==> config.mk <==
export PLATFORM = sky130hd
export DESIGN_NAME = pipe_stage_skid
export DESIGN_NICKNAME = d
export VERILOG_FILES = /design/src/rtl/pipe_stage_skid.sv
export SDC_FILE = /design/constraint.sdc
export NUM_CORES = 1
export LEC_CHECK = 0
export BUFFER_PORTS_ARGS = -buffer_cell sky130_fd_sc_hd__clkbuf_2
export CAP_MARGIN = 20
export CORE_ASPECT_RATIO = 1.25
export CORE_UTILIZATION = 25
export CTS_CLUSTER_SIZE = 30
export DETAILED_ROUTE_END_ITERATION = 8
export GPL_TIMING_DRIVEN = 1
export PLACE_DENSITY_LB_ADDON = 0.12
export SYNTH_ARGS = -nofsm -noshare
export SYNTH_HDL_FRONTEND = slang
export SYNTH_SLANG_ARGS = --single-unit
==> constraint.sdc <==
create_clock -name clk_i -period 3.5 [get_ports clk_i]
set_clock_uncertainty 0.1 [all_clocks]
set_input_delay 0.525 -clock clk_i [delete_from_list [all_inputs] [get_ports clk_i]]
set_output_delay 0.525 -clock clk_i [all_outputs]
set_load 0.01 [all_outputs]
==> src/rtl/pipe_stage_skid.sv <==
// rtl/pipe_stage_skid.sv - ready/valid pipeline stage with 2-entry skid buffer, flush and bubble-zeroed control
module pipe_stage_skid #(
    parameter int DATA_WIDTH = 64,
    parameter int CTRL_WIDTH = 16
) (
    input  logic                  clk_i,
    input  logic                  rst_i,
    input  logic                  flush_i,
    input  logic                  valid_i,
    output logic                  ready_o,
    input  logic [DATA_WIDTH-1:0] data_i,
    input  logic [CTRL_WIDTH-1:0] ctrl_i,
    output logic                  valid_o,
    input  logic                  ready_i,
    output logic [DATA_WIDTH-1:0] data_o,
    output logic [CTRL_WIDTH-1:0] ctrl_o,
    output logic [1:0]            occupancy_o
);

    // State encoding doubles as the occupancy count.
    localparam logic [1:0] ST_EMPTY = 2'd0;
    localparam logic [1:0] ST_ONE   = 2'd1;
    localparam logic [1:0] ST_FULL  = 2'd2;

    logic [1:0]            state;
    logic [DATA_WIDTH-1:0] main_data;
    logic [CTRL_WIDTH-1:0] main_ctrl;
    logic [DATA_WIDTH-1:0] skid_data;
    logic [CTRL_WIDTH-1:0] skid_ctrl;

    logic xfer_in;
    logic xfer_out;

    assign xfer_in  = valid_i & ready_o;
    assign xfer_out = valid_o & ready_i;

    // Every path into EMPTY clears main_ctrl so ctrl_o is zero on bubbles;
    // payload registers are left alone on flush and drain.
    always_ff @(posedge clk_i) begin
        if (rst_i) begin
            state     <= ST_EMPTY;
            main_data <= '0;
            main_ctrl <= '0;
            skid_data <= '0;
            skid_ctrl <= '0;
        end else if (flush_i) begin
            state     <= ST_EMPTY;
            main_ctrl <= '0;
            skid_ctrl <= '0;
        end else begin
            case (state)
                ST_EMPTY: begin
                    if (xfer_in) begin
                        main_data <= data_i;
                        main_ctrl <= ctrl_i;
                        state     <= ST_ONE;
                    end
                end
                ST_ONE: begin
                    if (xfer_in && xfer_out) begin
                        main_data <= data_i;
                        main_ctrl <= ctrl_i;
                    end else if (xfer_in) begin
                        skid_data <= data_i;
                        skid_ctrl <= ctrl_i;
                        state     <= ST_FULL;
                    end else if (xfer_out) begin
                        main_ctrl <= '0;
                        state     <= ST_EMPTY;
                    end
                end
                ST_FULL: begin
                    if (xfer_out) begin
                        main_data <= skid_data;
                        main_ctrl <= skid_ctrl;
                        skid_ctrl <= '0;
                        state     <= ST_ONE;
                    end
                end
                default: begin
                    state     <= ST_EMPTY;
                    main_ctrl <= '0;
                    skid_ctrl <= '0;
                end
            endcase
        end
    end

    // Handshake outputs decode only the state register, so ready_i never reaches ready_o.
    assign ready_o     = (state != ST_FULL);
    assign valid_o     = (state != ST_EMPTY);
    assign occupancy_o = state;
    assign data_o      = main_data;
    assign ctrl_o      = main_ctrl;

endmodule

After elaboration in Yosys (flattened, before gate mapping)
Index checks and enable logic that the tools add are counted.

cells by class
  add/subtract/negate cells = 0
  multipliers = 0
  divide/modulo/power cells = 0
  order comparisons = 0
  equal/unequal tests = 11
  shifts and indexed selects = 0
  muxes and demuxes = 18
  bitwise logic cells = 5
  reduce and logical (&&, ||, !) cells = 10

operator list
  cell                                                              number
  64-bit two-way mux                                                3
  64-bit case mux with 3 select lines                               1
  16-bit two-way mux                                                6
  16-bit case mux with 3 select lines                               2
  4-bit AND reduction                                               4
  2-bit inequality test (second input constant)                     6
  2-bit two-way mux                                                 5
  3-bit inequality test (second input constant)                     3
  2-bit case mux with 3 select lines                                1
  5-bit AND reduction                                               1
  1-bit NOT                                                         3
  3-bit nonzero test                                                1
  1-bit bitwise AND                                                 2
  2-bit by 1-bit == test with 1-bit output (second input constant)  1
  2-bit == test (second input constant)                             1
  2-bit zero test                                                   1
  2-bit nonzero test                                                1
  2-bit OR reduction                                                1
  1-bit logical AND                                                 1

word-level totals
  register bits = 162
  bits in latches = 0
  bits in writable memories = 0
  memory bits (read-only) = 0
  word-level logic and storage cells = 49
  memories = 0

Longest topological paths before layout
  depth after elaboration = 6
  gate-level depth with buffers = 8

Worst setup path after synthesis
No wires, ideal clock.

  path type = input to register
  start point = input port ready_i
  end point = register main_ctrl[12], in the netlist ctrl_o[12]
  data arrival time = 1.669 ns
  required time = 3.269 ns
  path slack = 1.600 ns
  stages = 7
  cell sequence = buf_4 or2b_2 and2_1 clkbuf_1 buf_4 a22oi_1 o21ai_0

between the ends
  cells in the longest elaborated chain, start to end = 4

ends and longest elaborated chain
  what                                                                                  line  source
  from (decl)                                                                           14    input logic ready_i,
  1-bit bitwise AND *                                                                   35    assign xfer_out = valid_o & ready_i;
  1-bit logical AND                                                                     60    if (xfer_in && xfer_out) begin
  3-bit inequality test (no line) or 16-bit two-way mux (tied branches)                 --
  4-bit AND reduction (no line) or 16-bit case mux with 3 select lines (tied branches)  --
  to (signal assigned)                                                                  55    main_ctrl <= ctrl_i;
  to (signal assigned)                                                                  62    main_ctrl <= ctrl_i;
  to (signal assigned)                                                                  75    main_ctrl <= skid_ctrl;
  to (decl)                                                                             27    logic [CTRL_WIDTH-1:0] main_ctrl;

Every way passes the cells marked *; elsewhere a longest branch is shown, timed or not.
A chain may end at the register's enable or synchronous reset.

Final worst setup path
  start point = register state[0], in the netlist occupancy_o[0]
  end point = output port ready_o

between the ends
  cells in the longest elaborated chain, start to end = 1

ends and longest elaborated chain
  what                    line  source
  from (decl)             25    logic [1:0] state;
  from (signal assigned)  41    state <= ST_EMPTY;
  from (signal assigned)  47    state <= ST_EMPTY;
  from (signal assigned)  56    state <= ST_ONE;
  2-bit inequality test   90    assign ready_o = (state != ST_FULL);
  to (decl)               10    output logic ready_o,

No other way between the ends.

==> results.sh <==
export IMPL_initial_core_util_pct=25.7
export IMPL_slew_violations=0
export IMPL_hold_end="skid_data[8]"
export IMPL_h_tree_depth=4
export IMPL_rsz0062_at_grt="false"
export IMPL_fin_nets=1014
export IMPL_slowest_delay_ns=0.54
export IMPL_worst_endpoint_required_ns=2.87
export IMPL_antenna_found_initial=0
export IMPL_hold_viol=0
export IMPL_hpwl_um=12000
export IMPL_hold_buffers=0
export IMPL_grt_usage_pct=14.6
export IMPL_io_pins=169
export IMPL_setup_viol=0
export IMPL_fmax_mhz=424
export IMPL_yosys_area_top_type="dfxtp_1"
export IMPL_crit_chain="nand2b_4 > clkbuf_2"
export IMPL_layout_drive_gt1_share_pct=23.2
export IMPL_synth_cell_types=26
export IMPL_syn_to_final_growth_pct=22.5
export IMPL_die_y_um=188
export IMPL_cp_arrival_ns=1.73
export IMPL_via_count=5911
export IMPL_vdd_drop_max_mv=0.253
export IMPL_layout_min_cycle_time_ns=2.36
export IMPL_hold_path_class="in -> reg"
export IMPL_crit_type="reg -> out"
export IMPL_dr_pass1_iters=4
export IMPL_regArea_um2=3240
export IMPL_startpoint_type="flip-flop"
export IMPL_ctsResizeCount=0
export IMPL_cts_buffers=17
export IMPL_final_cells=1286
export IMPL_netlist_area_um2=6930
export IMPL_tightestPinTransition_ns=0.907
export IMPL_syn_num_nets=896
export IMPL_place_area_um2=7910
export IMPL_finalCritPeriodShare_pct=67.4
export IMPL_cp_end_kind="output port"
export IMPL_place_congestion=0.682
export IMPL_clk_latency_ns=0.44
export IMPL_r2r_end="skid_data[38]"
export IMPL_reg2regPathDepth=6
export IMPL_status="complete, no violations"
export IMPL_setup_tns_ns=0
export IMPL_grt_pass1_vias=5783
export IMPL_syn_inst=811
export IMPL_fp_coreArea_um2=27000
export IMPL_final_common_cell="clkbuf_2"
export IMPL_hold_path_depth=3
export IMPL_clk_pin_slew_ns=0.07
export IMPL_synth_area_top_cells="dfxtp_1, mux2i_1, a21oi_1"
export IMPL_cts_tree="done"
export IMPL_overflow=0
export IMPL_viasPerCell=4.60
export IMPL_portBuffers=168
export IMPL_synth_avg_cell_area_um2=8.54
export IMPL_cts_sinks=162
export IMPL_dpl_cell_count=1255
export IMPL_wl_um=20000
export IMPL_dieArea_um2=28400
export IMPL_grt_start_max_net_pins=105
export IMPL_drc_errors=0
export IMPL_die_width_um=151
export IMPL_r2r_start="occupancy_o[0]"
export IMPL_post_cts_buffers=0
export IMPL_grt_pass1_wl_um=31900
export IMPL_p_leak_nw=3.62
export IMPL_synth_top_area_share_pct=46.8
export IMPL_power_per_cell_area_nw_per_um2=490
export IMPL_multi_input_comb_area_um2=3250
export IMPL_critPathMaxFanout=27
export IMPL_ant_nets=0
export IMPL_ys_warn_count=0
export IMPL_core_rowCount=67
export IMPL_dr_first_iter_drc_count=286
export IMPL_p_total_w=0.00416
export IMPL_r2r_setup_slack_ns=1.35
export IMPL_ys_ff_latch=162
export IMPL_slowest_stage="nand2b_4"
export IMPL_final_area_um2=8490
export IMPL_cts_root_buf="clkbuf_16"
export IMPL_clockBufferDepth=2
export IMPL_hold_start="data_i[8]"
export IMPL_fill_cells=2932
export IMPL_relSlewSlack_pct=39.5
export IMPL_yosysSeqAreaShare_pct=46.8
export IMPL_maxCapViolCount=0
export IMPL_n_antenna_cell=0
export IMPL_wl_per_cell_um=15.6
export IMPL_final_cell_mix="clkbuf_2, dfxtp_1, nand2_1"
-- how the worst max path moves through the flow --
| stage | start | end | slack (ns) | cells past startpoint |
|---|---|---|---|---|
| 3_3_place_gp | flush_i | skid_data[4] | 1.22 | 6 |
| 3_5_place_dp | flush_i | skid_data[9] | 1.19 | 6 |
| 6_report | occupancy_o[0] | ready_o | 1.14 | 2 |
| 4_1_cts | occupancy_o[0] | ready_o | 1.08 | 2 |
| 2_1_floorplan | ready_i | ctrl_o[12] | 1.60 | 7 |
| 5_1_grt | occupancy_o[0] | ready_o | 1.0 | 2 |
-- state kept, by name, summed over array words and instances, names as in the netlist --
signal       cells
occupancy_o      2
data_o          64
skid_ctrl       16
skid_data       64
ctrl_o          16
-- layout make-up --
cell class / count / share of cell area [%]
multi-input cells: 569 / 38.3
flip-flops and latches: 162 / 38.2
repair buffers: 179 / 11.7
well taps: 345 / 5.09
clock buffers: 17 / 5.01
clock inverters: 14 / 1.75
-- where the power goes --
part | internal (W) | switching (W)
registers | 0.00189 | 0.0000272
clock network | 0.00100 | 0.000871
logic | 0.000146 | 0.000219
-- cells in the mapped netlist --
master,count
buf_4,6
buf_6,13
or2b_2,1
or3_1,64
o311a_1,1
and2_1,17
and3_1,1
or2_2,2
o21ai_0,81
nor2b_1,3
a21oi_4,1
nand2_1,145
nand2b_1,1
buf_2,14
dfxtp_1,162
a22oi_1,16
nor2_1,20
a211oi_1,1
o22a_1,2
clkbuf_1,46
buf_8,1
a21oi_1,129
and3b_1,1
and2b_2,1
nand3_1,1
mux2i_1,81
-- critical path: cells and delay by family (launching register included) --
kind	cells	cell delay, ns
simple gates	1	0.54
buf+inv	1	0.23
flops	1	0.50
-- stage by stage --
| step | utilization (%) | worst slack, ns | hold slack [ns] |
|---|---|---|---|
| floorplan | - | 1.60 | 0.336 |
| global placement | 29.3 | 1.22 | 0.340 |
| detailed placement | 29.3 | 1.19 | 0.346 |
| CTS | 31.4 | 1.08 | 0.187 |
| global route | 31.4 | 1.00 | 0.193 |
| finish | 31.4 | 1.14 | 0.218 |
-- cell families after synthesis --
kind of cell,count (synthesis),share of synthesized area (%)
AO/OA/AOI/OAI,231,17.6
buffers and inverters,80,6.48
flip-flops,162,46.8
multiplexers,81,11.7
AND/OR/NAND/NOR,257,17.3
-- per-layer routing --
| layer | vias up | routed length (um) | global-route usage [%] |
|---|---|---|---|
| li1 | 3022 | - | - |
| met1 | 2765 | 9600 | 19.0 |
| met2 | 111 | 9300 | 23.0 |
| met3 | 13 | 866 | 3.70 |
| met4 | 0 | 258 | 4.96 |
| met5 | - | 0 | 0 |
Note: power is estimated with default switching activity, not from simulation.
